<file path="config.mk">
export PLATFORM = sky130hd
export DESIGN_NAME = pipe_seq_ctrl_flat
export DESIGN_NICKNAME = d
export VERILOG_FILES = /design/src/rtl/pipe_seq_ctrl_pkg.sv /design/src/rtl/pipe_seq_ctrl_if.sv /design/src/rtl/pipe_seq_ctrl_mc_timeout_ctr.sv /design/src/rtl/pipe_seq_ctrl.sv /design/src/flat_wrapper.sv
export SDC_FILE = /design/constraint.sdc
export NUM_CORES = 1
export LEC_CHECK = 0
export BUFFER_PORTS_ARGS = -buffer_cell sky130_fd_sc_hd__buf_2
export CORE_MARGIN = 2
export CORE_UTILIZATION = 50
export CTS_CLUSTER_DIAMETER = 200
export DETAILED_ROUTE_END_ITERATION = 6
export PLACE_DENSITY = 0.78
export SYNTH_ARGS = -nofsm -noshare
export SYNTH_HDL_FRONTEND = slang
export SYNTH_HIERARCHICAL = 1
export SYNTH_SLANG_ARGS = --single-unit
</file>
<file path="constraint.sdc">
create_clock -name clk -period 4 [get_ports clk]
set_clock_uncertainty 0.05 [all_clocks]
set_input_delay 0.6 -clock clk [delete_from_list [all_inputs] [get_ports clk]]
set_output_delay 0.6 -clock clk [all_outputs]
set_load 0.03 [all_outputs]
</file>
<file path="src/rtl/pipe_seq_ctrl_pkg.sv">
// Shared definitions for the pipeline sequencer: FSM state encoding,
// next-PC select codes and the per-stage control bundle.
package pipe_ctrl_pkg;

  typedef enum logic [1:0] {
    RUN      = 2'b00,
    MC_BUSY  = 2'b01,
    MEM_WAIT = 2'b10,
    HALT     = 2'b11
  } seq_state_e;

  localparam logic [1:0] PCSRC_SEQ = 2'b00;
  localparam logic [1:0] PCSRC_BR  = 2'b01;
  localparam logic [1:0] PCSRC_J   = 2'b10;

  // Pipeline register controls, MSB first in this order.
  typedef struct packed {
    logic pc_we;
    logic ifid_we;
    logic ifid_flush;
    logic idexe_we;
    logic idexe_bubble;
    logic exemem_we;
    logic exemem_bubble;
    logic memwb_we;
  } stage_ctrl_t;

  // Free-running pipeline: every register loads, nothing is squashed.
  localparam stage_ctrl_t CTRL_RUN        = 8'b1101_0101;
  // Whole pipeline holds (data memory not ready).
  localparam stage_ctrl_t CTRL_FREEZE     = 8'b0000_0000;
  // PC and IF/ID hold, a NOP enters ID/EXE (load-use, halt).
  localparam stage_ctrl_t CTRL_FRONT_HOLD = 8'b0001_1101;
  // Everything up to EXE holds, a NOP enters EXE/MEM, MEM/WB drains.
  localparam stage_ctrl_t CTRL_MC_WAIT    = 8'b0000_0011;
  // Multi-cycle result (or aborted result) is captured into EXE/MEM.
  localparam stage_ctrl_t CTRL_MC_DONE    = 8'b0000_0101;

endpackage

</file>
<file path="src/rtl/pipe_seq_ctrl_if.sv">
// Bundle between the sequencer and the pipeline / multi-cycle unit.
//
// Multi-cycle handshake: mc_go is a registered one-cycle pulse issued
// when a new multi-cycle op is seen in EXE. The unit answers with a
// one-cycle mc_done pulse when its result is valid. If no mc_done comes
// within MC_TIMEOUT busy cycles the sequencer issues a one-cycle
// mc_abort pulse and moves on; an op is started at most once.
interface pipe_seq_ctrl_if #(
  parameter int CNT_W = 32
);
  logic             id_stall;
  logic [1:0]       id_pcsource;
  logic             id_halt;
  logic             exe_mc;
  logic             mc_done;
  logic             dmem_ready;
  logic             mem_access;
  logic             resume;
  logic             pc_we;
  logic             ifid_we;
  logic             ifid_flush;
  logic             idexe_we;
  logic             idexe_bubble;
  logic             exemem_we;
  logic             exemem_bubble;
  logic             memwb_we;
  logic             mc_go;
  logic             mc_abort;
  logic [1:0]       state;
  logic [CNT_W-1:0] cnt_stall;
  logic [CNT_W-1:0] cnt_flush;

  // Sequencer side.
  modport master (
    input  id_stall, id_pcsource, id_halt, exe_mc, mc_done,
           dmem_ready, mem_access, resume,
    output pc_we, ifid_we, ifid_flush, idexe_we, idexe_bubble,
           exemem_we, exemem_bubble, memwb_we, mc_go, mc_abort,
           state, cnt_stall, cnt_flush
  );

  // Pipeline / multi-cycle unit side.
  modport slave (
    output id_stall, id_pcsource, id_halt, exe_mc, mc_done,
           dmem_ready, mem_access, resume,
    input  pc_we, ifid_we, ifid_flush, idexe_we, idexe_bubble,
           exemem_we, exemem_bubble, memwb_we, mc_go, mc_abort,
           state, cnt_stall, cnt_flush
  );
endinterface

</file>
<file path="src/rtl/pipe_seq_ctrl_mc_timeout_ctr.sv">
// Counts cycles spent waiting on the multi-cycle unit. Saturates at the
// limit so a timeout masked by a memory freeze is still seen afterwards.
module mc_timeout_ctr #(
  parameter int MC_TIMEOUT = 64
) (
  input  logic clk,
  input  logic rst,
  input  logic clr,
  input  logic en,
  output logic expire
);
  localparam int W = $clog2(MC_TIMEOUT + 1);
  localparam logic [W-1:0] LIMIT = W'(MC_TIMEOUT - 1);

  logic [W-1:0] cnt_q, cnt_d;

  // The current busy cycle is the MC_TIMEOUT-th one (or later).
  assign expire = en && (cnt_q >= LIMIT);

  // Next count: clear outside busy, step while busy until the limit.
  always_comb begin
    cnt_d = cnt_q;
    if (clr) begin
      cnt_d = '0;
    end else if (en && !expire) begin
      cnt_d = cnt_q + W'(1);
    end
  end

  // Count register.
  always_ff @(posedge clk) begin
    if (rst) cnt_q <= '0;
    else     cnt_q <= cnt_d;
  end
endmodule

</file>
<file path="src/rtl/pipe_seq_ctrl.sv">
// Central sequencer of the 5-stage pipeline: folds memory wait,
// multi-cycle EXE, halt, load-use and redirect into the pipeline
// register enables, drives the multi-cycle handshake and counts hazards.
module pipe_seq_ctrl
  import pipe_ctrl_pkg::*;
#(
  parameter int DELAY_SLOT = 1,
  parameter int MC_TIMEOUT = 64,
  parameter int CNT_W      = 32
) (
  input logic           clk,
  input logic           rst,
  pipe_seq_ctrl_if.master bus
);
  seq_state_e       state_q, state_d;
  logic             mc_go_q, mc_go_d;
  logic             mc_abort_q, mc_abort_d;
  logic             mc_served_q, mc_served_d;
  logic [CNT_W-1:0] cnt_stall_q, cnt_stall_d;
  logic [CNT_W-1:0] cnt_flush_q, cnt_flush_d;
  stage_ctrl_t      ctrl;
  logic             mem_wait;
  logic             mc_busy;
  logic             mc_expire;

  assign mem_wait = bus.mem_access && !bus.dmem_ready;
  assign mc_busy  = (state_q == MC_BUSY);

  mc_timeout_ctr #(.MC_TIMEOUT(MC_TIMEOUT)) u_mc_timeout (
    .clk    (clk),
    .rst    (rst),
    .clr    (!mc_busy),
    .en     (mc_busy),
    .expire (mc_expire)
  );

  // Next state, stage controls and handshake pulses by cause priority.
  // The cycle that launches a multi-cycle op already holds the front and
  // bubbles EXE/MEM, since EXE has no result to pass on yet.
  // mc_served marks that the op still sitting in EXE has already run,
  // so it is not started again before ID/EXE loads a new instruction.
  always_comb begin
    ctrl        = CTRL_RUN;
    state_d     = state_q;
    mc_go_d     = 1'b0;
    mc_abort_d  = 1'b0;
    mc_served_d = mc_served_q;
    case (state_q)
      RUN, MEM_WAIT: begin
        if (mem_wait) begin
          ctrl    = CTRL_FREEZE;
          state_d = MEM_WAIT;
        end else begin
          state_d = RUN;
          if (bus.exe_mc && !mc_served_q) begin
            ctrl    = CTRL_MC_WAIT;
            mc_go_d = 1'b1;
            state_d = MC_BUSY;
          end else if (bus.id_halt) begin
            ctrl    = CTRL_FRONT_HOLD;
            state_d = HALT;
          end else if (bus.id_stall) begin
            ctrl = CTRL_FRONT_HOLD;
          end else if (bus.id_pcsource != PCSRC_SEQ) begin
            ctrl.ifid_flush = (DELAY_SLOT == 0);
          end
        end
      end
      MC_BUSY: begin
        if (mem_wait) begin
          ctrl = CTRL_FREEZE;
        end else if (bus.mc_done || mc_expire) begin
          ctrl        = CTRL_MC_DONE;
          mc_abort_d  = !bus.mc_done;
          mc_served_d = 1'b1;
          state_d     = RUN;
        end else begin
          ctrl = CTRL_MC_WAIT;
        end
      end
      HALT: begin
        // On resume the front advances past the halt instruction, which
        // is replaced by a bubble in ID/EXE.
        ctrl = CTRL_FRONT_HOLD;
        if (bus.resume) begin
          ctrl.pc_we   = 1'b1;
          ctrl.ifid_we = 1'b1;
          state_d      = RUN;
        end
      end
      default: begin
        state_d = RUN;
      end
    endcase
    if (ctrl.idexe_we) mc_served_d = 1'b0;
    cnt_stall_d = cnt_stall_q + {{(CNT_W-1){1'b0}}, ~ctrl.pc_we};
    cnt_flush_d = cnt_flush_q + {{(CNT_W-1){1'b0}}, ctrl.ifid_flush};
  end

  // State, pulse and counter registers.
  always_ff @(posedge clk) begin
    if (rst) begin
      state_q     <= RUN;
      mc_go_q     <= 1'b0;
      mc_abort_q  <= 1'b0;
      mc_served_q <= 1'b0;
      cnt_stall_q <= '0;
      cnt_flush_q <= '0;
    end else begin
      state_q     <= state_d;
      mc_go_q     <= mc_go_d;
      mc_abort_q  <= mc_abort_d;
      mc_served_q <= mc_served_d;
      cnt_stall_q <= cnt_stall_d;
      cnt_flush_q <= cnt_flush_d;
    end
  end

  assign bus.pc_we         = ctrl.pc_we;
  assign bus.ifid_we       = ctrl.ifid_we;
  assign bus.ifid_flush    = ctrl.ifid_flush;
  assign bus.idexe_we      = ctrl.idexe_we;
  assign bus.idexe_bubble  = ctrl.idexe_bubble;
  assign bus.exemem_we     = ctrl.exemem_we;
  assign bus.exemem_bubble = ctrl.exemem_bubble;
  assign bus.memwb_we      = ctrl.memwb_we;
  assign bus.mc_go         = mc_go_q;
  assign bus.mc_abort      = mc_abort_q;
  assign bus.state         = state_q;
  assign bus.cnt_stall     = cnt_stall_q;
  assign bus.cnt_flush     = cnt_flush_q;
endmodule

</file>
<file path="src/flat_wrapper.sv">
// flat-port wrapper written by rule: the top's interface ports become plain ports
module pipe_seq_ctrl_flat import pipe_ctrl_pkg::*;
#(
  parameter int DELAY_SLOT = 1,
  parameter int MC_TIMEOUT = 64,
  parameter int CNT_W      = 32
)
  (clk, rst, bus_id_stall, bus_id_pcsource, bus_id_halt, bus_exe_mc, bus_mc_done, bus_dmem_ready, bus_mem_access, bus_resume, bus_pc_we, bus_ifid_we, bus_ifid_flush, bus_idexe_we, bus_idexe_bubble, bus_exemem_we, bus_exemem_bubble, bus_memwb_we, bus_mc_go, bus_mc_abort, bus_state, bus_cnt_stall, bus_cnt_flush);
  pipe_seq_ctrl_if #(.CNT_W(CNT_W)) bus_i ();
  input logic clk;
  input logic rst;
  input wire logic [$bits(bus_i.id_stall)-1:0] bus_id_stall;
  input wire logic [$bits(bus_i.id_pcsource)-1:0] bus_id_pcsource;
  input wire logic [$bits(bus_i.id_halt)-1:0] bus_id_halt;
  input wire logic [$bits(bus_i.exe_mc)-1:0] bus_exe_mc;
  input wire logic [$bits(bus_i.mc_done)-1:0] bus_mc_done;
  input wire logic [$bits(bus_i.dmem_ready)-1:0] bus_dmem_ready;
  input wire logic [$bits(bus_i.mem_access)-1:0] bus_mem_access;
  input wire logic [$bits(bus_i.resume)-1:0] bus_resume;
  output wire logic [$bits(bus_i.pc_we)-1:0] bus_pc_we;
  output wire logic [$bits(bus_i.ifid_we)-1:0] bus_ifid_we;
  output wire logic [$bits(bus_i.ifid_flush)-1:0] bus_ifid_flush;
  output wire logic [$bits(bus_i.idexe_we)-1:0] bus_idexe_we;
  output wire logic [$bits(bus_i.idexe_bubble)-1:0] bus_idexe_bubble;
  output wire logic [$bits(bus_i.exemem_we)-1:0] bus_exemem_we;
  output wire logic [$bits(bus_i.exemem_bubble)-1:0] bus_exemem_bubble;
  output wire logic [$bits(bus_i.memwb_we)-1:0] bus_memwb_we;
  output wire logic [$bits(bus_i.mc_go)-1:0] bus_mc_go;
  output wire logic [$bits(bus_i.mc_abort)-1:0] bus_mc_abort;
  output wire logic [$bits(bus_i.state)-1:0] bus_state;
  output wire logic [$bits(bus_i.cnt_stall)-1:0] bus_cnt_stall;
  output wire logic [$bits(bus_i.cnt_flush)-1:0] bus_cnt_flush;
  assign bus_i.id_stall = bus_id_stall;
  assign bus_i.id_pcsource = bus_id_pcsource;
  assign bus_i.id_halt = bus_id_halt;
  assign bus_i.exe_mc = bus_exe_mc;
  assign bus_i.mc_done = bus_mc_done;
  assign bus_i.dmem_ready = bus_dmem_ready;
  assign bus_i.mem_access = bus_mem_access;
  assign bus_i.resume = bus_resume;
  assign bus_pc_we = bus_i.pc_we;
  assign bus_ifid_we = bus_i.ifid_we;
  assign bus_ifid_flush = bus_i.ifid_flush;
  assign bus_idexe_we = bus_i.idexe_we;
  assign bus_idexe_bubble = bus_i.idexe_bubble;
  assign bus_exemem_we = bus_i.exemem_we;
  assign bus_exemem_bubble = bus_i.exemem_bubble;
  assign bus_memwb_we = bus_i.memwb_we;
  assign bus_mc_go = bus_i.mc_go;
  assign bus_mc_abort = bus_i.mc_abort;
  assign bus_state = bus_i.state;
  assign bus_cnt_stall = bus_i.cnt_stall;
  assign bus_cnt_flush = bus_i.cnt_flush;
  pipe_seq_ctrl #(.DELAY_SLOT(DELAY_SLOT), .MC_TIMEOUT(MC_TIMEOUT), .CNT_W(CNT_W)) u_core (.clk(clk), .rst(rst), .bus(bus_i));
endmodule
</file>
# --- Word-level counts from Yosys, hierarchy flattened ---
# Cells that the tools add are included.
totals:
  ff_bits: 76
  inputBits: 11
  out_inout_bits: 76
  word_cells: 56
classes:
  addsub: 3
  magnitude_cmp: 1
  eq_ne: 6
  n_mux: 17
  n_bitwise: 5
  n_reduce_logical: 17
op_table:
  columns: ["op", "n"]
  rows:
  - ["$add A32 B1 Y32", 2]
  - ["$mux W8", 4]
  - ["$pmux W8 S3", 1]
  - ["$mux W2", 8]
  - ["$add A7 B1 Y7 const B", 1]
  - ["$ge A7 B6 Y1 const B", 1]
  - ["$pmux W2 S3", 1]
  - ["$reduce_and A3 Y1", 2]
  - ["$reduce_or A2 Y1", 3]
  - ["$not A1 Y1", 5]
  - ["$eq A2 B2 Y1 const B", 2]
  - ["$logic_and A1 B1 Y1", 4]
  - ["$logic_not A1 Y1", 4]
  - ["$mux W4", 1]
  - ["$ne A2 B2 Y1 const B", 2]
  - ["$reduce_or A4 Y1", 1]
  - ["$mux W3", 1]
  - ["$reduce_or A3 Y1", 1]
  - ["$eq A2 B1 Y1 const B", 1]
  - ["$logic_not A2 Y1", 1]
  - ["$ne A2 B1 Y1 const B", 1]
  - ["$logic_or A1 B1 Y1", 1]
  - ["$mux W1", 1]

# --- Longest topological paths before layout ---
# Gate-level depths: netlist of run 1.
depth:
  word_depth: 8
  depth_mapped: 11
  ltp_nobuf: 9

# --- Hierarchy ---
# The synthesis of run 1 kept the hierarchy.
modules_own_cells:
  columns: ["module", "n_inst", "cells_each", "area_per_inst_um2", "seq_area_each_um2"]
  rows:
  - ["pipe_seq_ctrl", 1, 250, 2069.5, 740.7]
  - ["mc_timeout_ctr", 1, 39, 372.9, 140.1]

# --- Least setup slack after synthesis of run 1 ---
# No wires, ideal clock.
synth_timing:
  path_kind: "in2reg"
  from: "input bus_mem_access"
  to: "register u_core.cnt_stall_q[16], in the netlist u_core/bus.cnt_stall[16]"
  setup_ns: 0.070
  arrival_ns: 2.859
  required_time_ns: 3.880
  setup_slack_ns: 1.020
  cell_stages: 11
  n_path_buf: 2
  path_cell_list: "nor2b_1 -> clkbuf_1 -> nor3_1 -> a32oi_1 -> ha_1 -> ha_1 -> nand2_1 -> or4_1 -> buf_2 -> or3_1 -> a21oi_1"
synth_via:
  elab_chain_len: 5
synth_lines:
  columns: ["item", "line_no", "text"]
  rows:
  - ["from (decl)", "flat_wrapper.sv:18", "input wire logic [$bits(bus_i.mem_access)-1:0] bus_mem_access;"]
  - ["$logic_and A1 B1 Y1", "pipe_seq_ctrl.sv:26", "assign mem_wait = bus.mem_access && !bus.dmem_ready;"]
  - ["$mux W8", "pipe_seq_ctrl.sv:50", "if (mem_wait) begin"]
  - ["$pmux W8 S3", "pipe_seq_ctrl.sv:48", "case (state_q)"]
  - ["$not A1 Y1", "pipe_seq_ctrl.sv:96", "cnt_stall_d = cnt_stall_q + {{(CNT_W-1){1'b0}}, ~ctrl.pc_we};"]
  - ["$add A32 B1 Y32", "pipe_seq_ctrl.sv:96", null]
  - ["to (signal assigned)", "pipe_seq_ctrl.sv:114", "cnt_stall_q <= cnt_stall_d;"]
  - ["to (decl)", "pipe_seq_ctrl.sv:19", "logic [CNT_W-1:0] cnt_stall_q, cnt_stall_d;"]
# Every way passes these cells.
# A chain may end at the register's enable or synchronous reset.

# --- Final worst setup path of run 1 ---
layout_timing:
  from: "input bus_dmem_ready"
  to: "register u_core.cnt_stall_q[18], in the netlist u_core/bus.cnt_stall[18]"
layout_via:
  elab_chain_len: 6
layout_lines:
  columns: ["item", "line_no", "text"]
  rows:
  - ["from (decl)", "flat_wrapper.sv:17", "input wire logic [$bits(bus_i.dmem_ready)-1:0] bus_dmem_ready;"]
  - ["$logic_not A1 Y1", "pipe_seq_ctrl.sv:26", null]
  - ["$logic_and A1 B1 Y1", "pipe_seq_ctrl.sv:26", null]
  - ["$mux W8", "pipe_seq_ctrl.sv:50", null]
  - ["$pmux W8 S3", "pipe_seq_ctrl.sv:48", null]
  - ["$not A1 Y1", "pipe_seq_ctrl.sv:96", null]
  - ["$add A32 B1 Y32", "pipe_seq_ctrl.sv:96", null]
# Every way passes these cells.

==> impl_metrics.py, run 1 <==
metrics = {
    "place": {
        "io_buffers": 51,
        "preCtsSetupSlack_ns": 0.607,
        "hpwlAfterDp_microns": 3580,
        "finalWeightedCongestion": 0.816,
        "post_dp_cell_area_sq_um": 2580,
    },
    "yosys": {
        "synth.cell_area_sq_um": 2440,
        "synthesis.yosys.warnings": 6,
        "most_frequently_used_flop_master_after_synthesis": "sky130_fd_sc_hd__dfxtp_1",
        "ys_seq_area_share_pct": 36.1,
        "synth_edf_count": 0,
        "number_of_library_cell_types_mapped_by_synthesis": 53,
        "ys_seq_elements": 44,
        "ys_top_cells_by_count": "44 x sky130_fd_sc_hd__dfxtp_1, 34 x sky130_fd_sc_hd__buf_4, 25 x sky130_fd_sc_hd__a21oi_1",
        "synth_top_cell_area_share_pct": 36.1,
        "synth_top_area_cell": "sky130_fd_sc_hd__dfxtp_1",
        "syn_inst": 289,
        "synth.area.top_cells": "sky130_fd_sc_hd__dfxtp_1 36%, sky130_fd_sc_hd__buf_4 10%, sky130_fd_sc_hd__a21oi_1 5.1%",
        "synthArstFlopShare_pct": 0,
        "yosysMostFrequentCell": "sky130_fd_sc_hd__dfxtp_1",
        "syn-mean-instance-area_sq_um": 8.45,
    },
    "die": {
        "dieHeight_microns": 73.9,
        "ios": 87,
        "num_rows": 25,
        "core_region_area_sq_um": 4720,
        "design.die.area_sq_um": 5460,
        "floorplan.die.width_microns": 73.9,
        "start_util_pct": 51.7,
    },
    "flow_run": {
        "max-cap-violations": 0,
    },
    "power": {
        "static-leakage-power_nw": 1.11,
        "power.total_uw": 947,
        "seqPwrFrac_pct": 47.9,
        "combinationalPowerShare_pct": 13.7,
        "total_internal_power_uw": 677,
        "cellPowerDensity_nw_per_um2": 351,
        "vdd_ir_drop_max_mv": 0.169,
        "power.share.clock_pct": 38.4,
        "power.share.switching_pct": 28.5,
        "total_switching_power_uw": 270,
    },
    "clock_network": {
        "ctsLongestPathBuffers": 2,
        "postCtsHoldBufs": 0,
        "cts_tree": "done",
        "clock_insertion_delay_worst_skew_ns": 0.30,
        "clk_root_buffer_cell": "sky130_fd_sc_hd__clkbuf_8",
        "clk_transition_reported_paths_ns": 0.09,
        "cts-buffers-inserted": 5,
        "cts_post_setup_buffers_inserted": 0,
        "postCtsResizedCells": 0,
        "cts_num_sinks": 44,
        "cts_htree_levels": 2,
    },
    "cells_and_area": {
        "diodes": 0,
        "fraction_of_layout_instances_using_a_drive_strength_above_1_pct": 20.2,
        "design_area_sq_um": 2700,
        "fillers": 459,
        "multiInputGateArea_sq_um": 1320,
        "layout.nets": 349,
        "area_delta_synth_final_pct": 10.5,
        "seq_area_sq_um": 881,
    },
    "timing": {
        "timing_max_transition_violations_final": 0,
        "final.period_utilization_pct": 77.1,
        "setup_total_negative_slack_ns": 0,
        "rsz0062_at_grt": "false",
        "finalHoldViolCount": 0,
        "fin_crit_ns": 3.09,
        "timing.max_slew.rel_slack_pct": 51.4,
        "setup_viol_count_final": 0,
        "post_route_setup_slack_ns": 0.915,
        "max_slew.worst_pin.slew_ns": 0.730,
        "achievable-frequency_mhz": 324,
    },
    "route": {
        "detailedRoute.firstPassIterationCount": 4,
        "initialDrtViolationCount": 113,
        "wl_per_cell_microns": 12.6,
        "totalWireLength_microns": 5090,
        "drc": 0,
        "ant_nets": 0,
        "route.detailed.vias_per_inst": 5.42,
        "detailroute.via_count": 2185,
    },
    "worst_setup_path": {
        "worstPathCellList": "buf_2 > nor2b_1 > buf_4 > nor3_1 > a32oi_1 > ha_1 > ha_1 > nand2_1 > or4_1 > or4_1 > a21oi_1",
        "cp-end-kind": "register",
        "cp_num_buf_inv": 2,
        "cp_slowest_cell": "sky130_fd_sc_hd__or4_1",
        "kind_of_critical_path": "input pin to register",
        "start_kind": "input pin",
        "critical_path.max_fanout": 14,
        "critical_path_required_ns": 4.19,
        "cp_top_family": "simple AND/OR/NAND/NOR gates",
        "critPathMaxStageDelay_ns": 0.64,
        "cp.arrival_ns": 3.27,
    },
    "status": {
        "run_status": "finished, final reports clean",
    },
    "global_route": {
        "vias_in_the_first_global_route": 1769,
        "initial_antenna_violation_count": 0,
        "groute.usage.overall_pct": 18.4,
        "grt_max_degree": 40,
        "first_pass_grt_wire_length_microns": 7900,
        "total_grt_overflow": 0,
    },
    "hold_path": {
        "timing.hold.worst.class": "input pin to register",
    },
}
[area by class of cell]
type                            instances  share of cell area, %
Multi-Input combinational cell        223                   48.7
Sequential cell                        44                   32.7
Timing Repair Buffer                   52                   9.74
Tap cell                               67                   3.11
Clock buffer                            6                   3.06
Clock inverter                          2                   1.44
Inverter                                9                   1.25
[layout by cell type (no fill, tap or decap), drive strengths merged, types with 7 or more instances in the layout]
cell and instances:
nand4 7, or3 9, buf 52, o21ai 10, or4 13, a21oi 25, nand2 18, dfxtp 44
nand3 14, nor2 21, o31ai 12, nor3 7, conb 33, inv 9
[final timing paths]
check	slack (ns)	to	cells past startpoint	startpoint
setup / recovery	0.91	u_core/bus.cnt_stall[18]	11	bus_dmem_ready
hold / removal	0.43	u_core/bus.mc_abort	2	bus_mc_done
hold reg to reg	0.45	u_core/bus.cnt_stall[30]	2	u_core/bus.cnt_stall[30]
setup reg to reg	0.99	u_core/bus.cnt_stall[18]	9	u_core/mc_served_q
[registers in the layout (all words and copies together) (netlist names)]
signal	cells
u_core/bus.cnt_stall	32
u_core/bus.mc_abort	1
u_core/bus.mc_go	1
u_core/bus.state	2
u_core/mc_served_q	1
u_core/u_mc_timeout/cnt_q	7
[routing by layer]
| metal | part of all wire, % | vias up | global-route usage [%] |
|---|---|---|---|
| met3 | 4.2 | 7 | 4.53 |
| li1 | - | 1084 | - |
| met4 | 1.3 | 0 | 7.27 |
| met1 | 46 | 1039 | 23.4 |
| met5 | 0 | - | 0 |
| met2 | 48 | 55 | 29.7 |
[worst register-to-register path: cells and delay by family (launching register included)]
kind | cells | cell delay [ns]
flip-flops | 1 | 0.33
AND/OR/NAND/NOR | 5 | 1.63
adder cells (fa/ha/maj) | 2 | 0.52
AO/OA/AOI/OAI | 2 | 0.41
[metrics by stage]
stage	hold slack [ns]	cells	util (%)
after floorplan	0.418	321	-
after global placement	0.411	395	54.5
after detailed placement	0.434	395	54.5
after CTS	0.420	403	57.1
after global routing	0.433	403	57.1
final	0.426	403	57.1
[power groups by stage]
stage / Sequential [mW] / Combinational [mW] / Clock (mW)
finish: 0.454 / 0.130 / 0.364
global route: 0.455 / 0.140 / 0.391
CTS: 0.454 / 0.129 / 0.374
detailed placement: 0.464 / 0.129 / 0
global placement: 0.464 / 0.128 / 0
floorplan: 0.474 / 0.119 / 0
[logic make-up (layout without fill, tap and decap cells)]
| logic type | after synthesis | count (layout) | synth area share (%) |
|---|---|---|---|
| buffers and inverters | 54 | 69 | 15.0 |
| other | 1 | 33 | 0.154 |
| DFF | 44 | 44 | 36.1 |
| adders and majority gates | 3 | 3 | 1.54 |
| xor gates and xnor gates | 10 | 10 | 3.59 |
| AOI/OAI and AO/OA | 64 | 64 | 16.9 |
| and+or+nand+nor | 113 | 113 | 26.8 |
(Power assumes the default switching activity.)
==> run 2, diff against run 1 <==
Clock period 4 ns to 2.85 ns, I/O delays scaled along.
==> impl_metrics.py, run 2 (same netlist as run 1, synthesis figures left out) <==
metrics = {
    "global_route": {
        "grt_max_degree": 38,
        "vias_in_the_first_global_route": 1743,
        "first_pass_grt_wire_length_microns": 7690,
        "total_grt_overflow": 0,
        "groute.usage.overall_pct": 18.0,
        "initial_antenna_violation_count": 0,
    },
    "route": {
        "detailroute.via_count": 2186,
        "ant_nets": 0,
        "drc": 0,
        "route.detailed.vias_per_inst": 5.29,
        "totalWireLength_microns": 4910,
        "initialDrtViolationCount": 189,
        "detailedRoute.firstPassIterationCount": 4,
        "wl_per_cell_microns": 11.9,
    },
    "clock_network": {
        "ctsLongestPathBuffers": 2,
        "cts-buffers-inserted": 5,
        "cts_htree_levels": 2,
        "clk_transition_reported_paths_ns": 0.08,
        "postCtsResizedCells": 0,
        "postCtsHoldBufs": 0,
        "clock_insertion_delay_worst_skew_ns": 0.30,
        "clk_root_buffer_cell": "sky130_fd_sc_hd__clkbuf_8",
        "cts_num_sinks": 44,
        "cts_post_setup_buffers_inserted": 0,
        "cts_tree": "done",
    },
    "die": {
        "core_region_area_sq_um": 4720,
        "floorplan.die.width_microns": 73.9,
        "ios": 87,
        "start_util_pct": 51.7,
        "dieHeight_microns": 73.9,
        "design.die.area_sq_um": 5460,
        "num_rows": 25,
    },
    "place": {
        "io_buffers": 51,
        "hpwlAfterDp_microns": 3510,
        "finalWeightedCongestion": 0.758,
        "post_dp_cell_area_sq_um": 2650,
    },
    "cells_and_area": {
        "layout.cells.most_common_list": "51 x sky130_fd_sc_hd__buf_2, 44 x sky130_fd_sc_hd__dfxtp_1, 33 x sky130_fd_sc_hd__conb_1",
        "diodes": 0,
        "commonest_non_fill_non_tap_cell_in_the_layout": "sky130_fd_sc_hd__buf_2",
        "fillers": 444,
        "fraction_of_layout_instances_using_a_drive_strength_above_1_pct": 22.3,
        "layout.nets": 359,
        "design_area_sq_um": 2760,
        "max_reg_flops": 32,
        "area_delta_synth_final_pct": 13.0,
    },
    "worst_setup_path": {
        "cp-end-kind": "register",
        "critical_path.max_fanout": 12,
        "timing.reg2reg.worst_path_depth": 10,
        "cp.arrival_ns": 2.79,
        "start_kind": "register",
        "kind_of_critical_path": "register to register",
        "critical_path_required_ns": 3.04,
    },
    "hold_path": {
        "worstHoldPathCells": 2,
        "timing.hold.worst.class": "input pin to register",
    },
    "timing": {
        "finalHoldViolCount": 0,
        "timing_max_transition_violations_final": 0,
        "setup_total_negative_slack_ns": 0,
        "setup_viol_count_final": 0,
        "final.period_utilization_pct": 91.3,
        "achievable-frequency_mhz": 384,
        "rsz0062_at_grt": "false",
        "fin_crit_ns": 2.60,
    },
    "power": {
        "cellPowerDensity_nw_per_um2": 471,
        "vdd_ir_drop_max_mv": 0.246,
        "static-leakage-power_nw": 1.15,
    },
    "flow_run": {
        "max-cap-violations": 0,
    },
    "status": {
        "run_status": "finished, final reports clean",
    },
}
[run 2: cell count changes in the layout (fill, tap and decap cells not counted)]
cell                       previous run  this run
sky130_fd_sc_hd__buf_4                1        11
sky130_fd_sc_hd__clkbuf_1             0         1
sky130_fd_sc_hd__clkbuf_8             6         5
sky130_fd_sc_hd__clkinv_2             0         1
sky130_fd_sc_hd__clkinv_4             1         0
[run 2: routing by layer]
layer	wire, microns	global-route usage [%]	up-vias	part of all wire, %
li1	-	-	1098	-
met4	56	7.88	0	1.1
met3	318	3.70	5	6.5
met2	2290	28.3	68	47
met5	0	0	-	0
met1	2240	23.7	1015	46
[run 2: final cells by class]
cell class | instances | area (sq um) | share of cell area (%)
multi-input cells | 223 | 1320 | 47.7
clock inverters | 2 | 35.0 | 1.27
well taps | 67 | 83.8 | 3.04
repair buffers | 62 | 338 | 12.2
clock buffers | 6 | 72.6 | 2.63
inverters | 9 | 33.8 | 1.22
flip-flops and latches | 44 | 881 | 31.9
[run 2: critical path, stage by stage, from the launching register on]
cell and delay (ns):
sky130_fd_sc_hd__dfxtp_1 0.33, sky130_fd_sc_hd__nor2b_1 0.16, sky130_fd_sc_hd__nor3_1 0.08, sky130_fd_sc_hd__a32oi_1 0.28, sky130_fd_sc_hd__ha_1 0.23, sky130_fd_sc_hd__ha_1 0.17, sky130_fd_sc_hd__nand2_1 0.07, sky130_fd_sc_hd__or4_1 0.45
sky130_fd_sc_hd__buf_4 0.20, sky130_fd_sc_hd__or4_1 0.40, sky130_fd_sc_hd__a21oi_1 0.14
[run 2: per-stage QoR]
stage | hold WS, ns | instances | worst slack [ns] | power [mW] | utilization, %
4_1_cts | 0.248 | 413 | 0.217 | 1.31 | 58.4
6_report | 0.249 | 413 | 0.247 | 1.30 | 58.4
5_1_grt | 0.253 | 413 | 0.0453 | 1.35 | 58.4
3_3_place_gp | 0.408 | 405 | 0.0949 | 0.841 | 56.1
3_5_place_dp | 0.419 | 405 | 0.000180 | 0.842 | 56.1
2_1_floorplan | 0.418 | 321 | 0.0248 | 0.832 | -
[run 2: worst paths after layout]
check | startpoint | end | slack [ns]
min reg2reg | u_core/bus.cnt_stall[31] | u_core/bus.cnt_stall[31] | 0.43
max | u_core/mc_served_q | u_core/bus.cnt_stall[30] | 0.25
max reg2reg | u_core/mc_served_q | u_core/bus.cnt_stall[30] | 0.25
min | bus_mc_done | u_core/bus.mc_abort | 0.25
[run 2: power breakdown]
group          total, mW  leakage [nW]  switching [mW]  internal, mW
Sequential         0.635         0.356          0.0100         0.625
Combinational      0.193         0.742           0.146        0.0474
Clock              0.470        0.0552           0.210         0.260
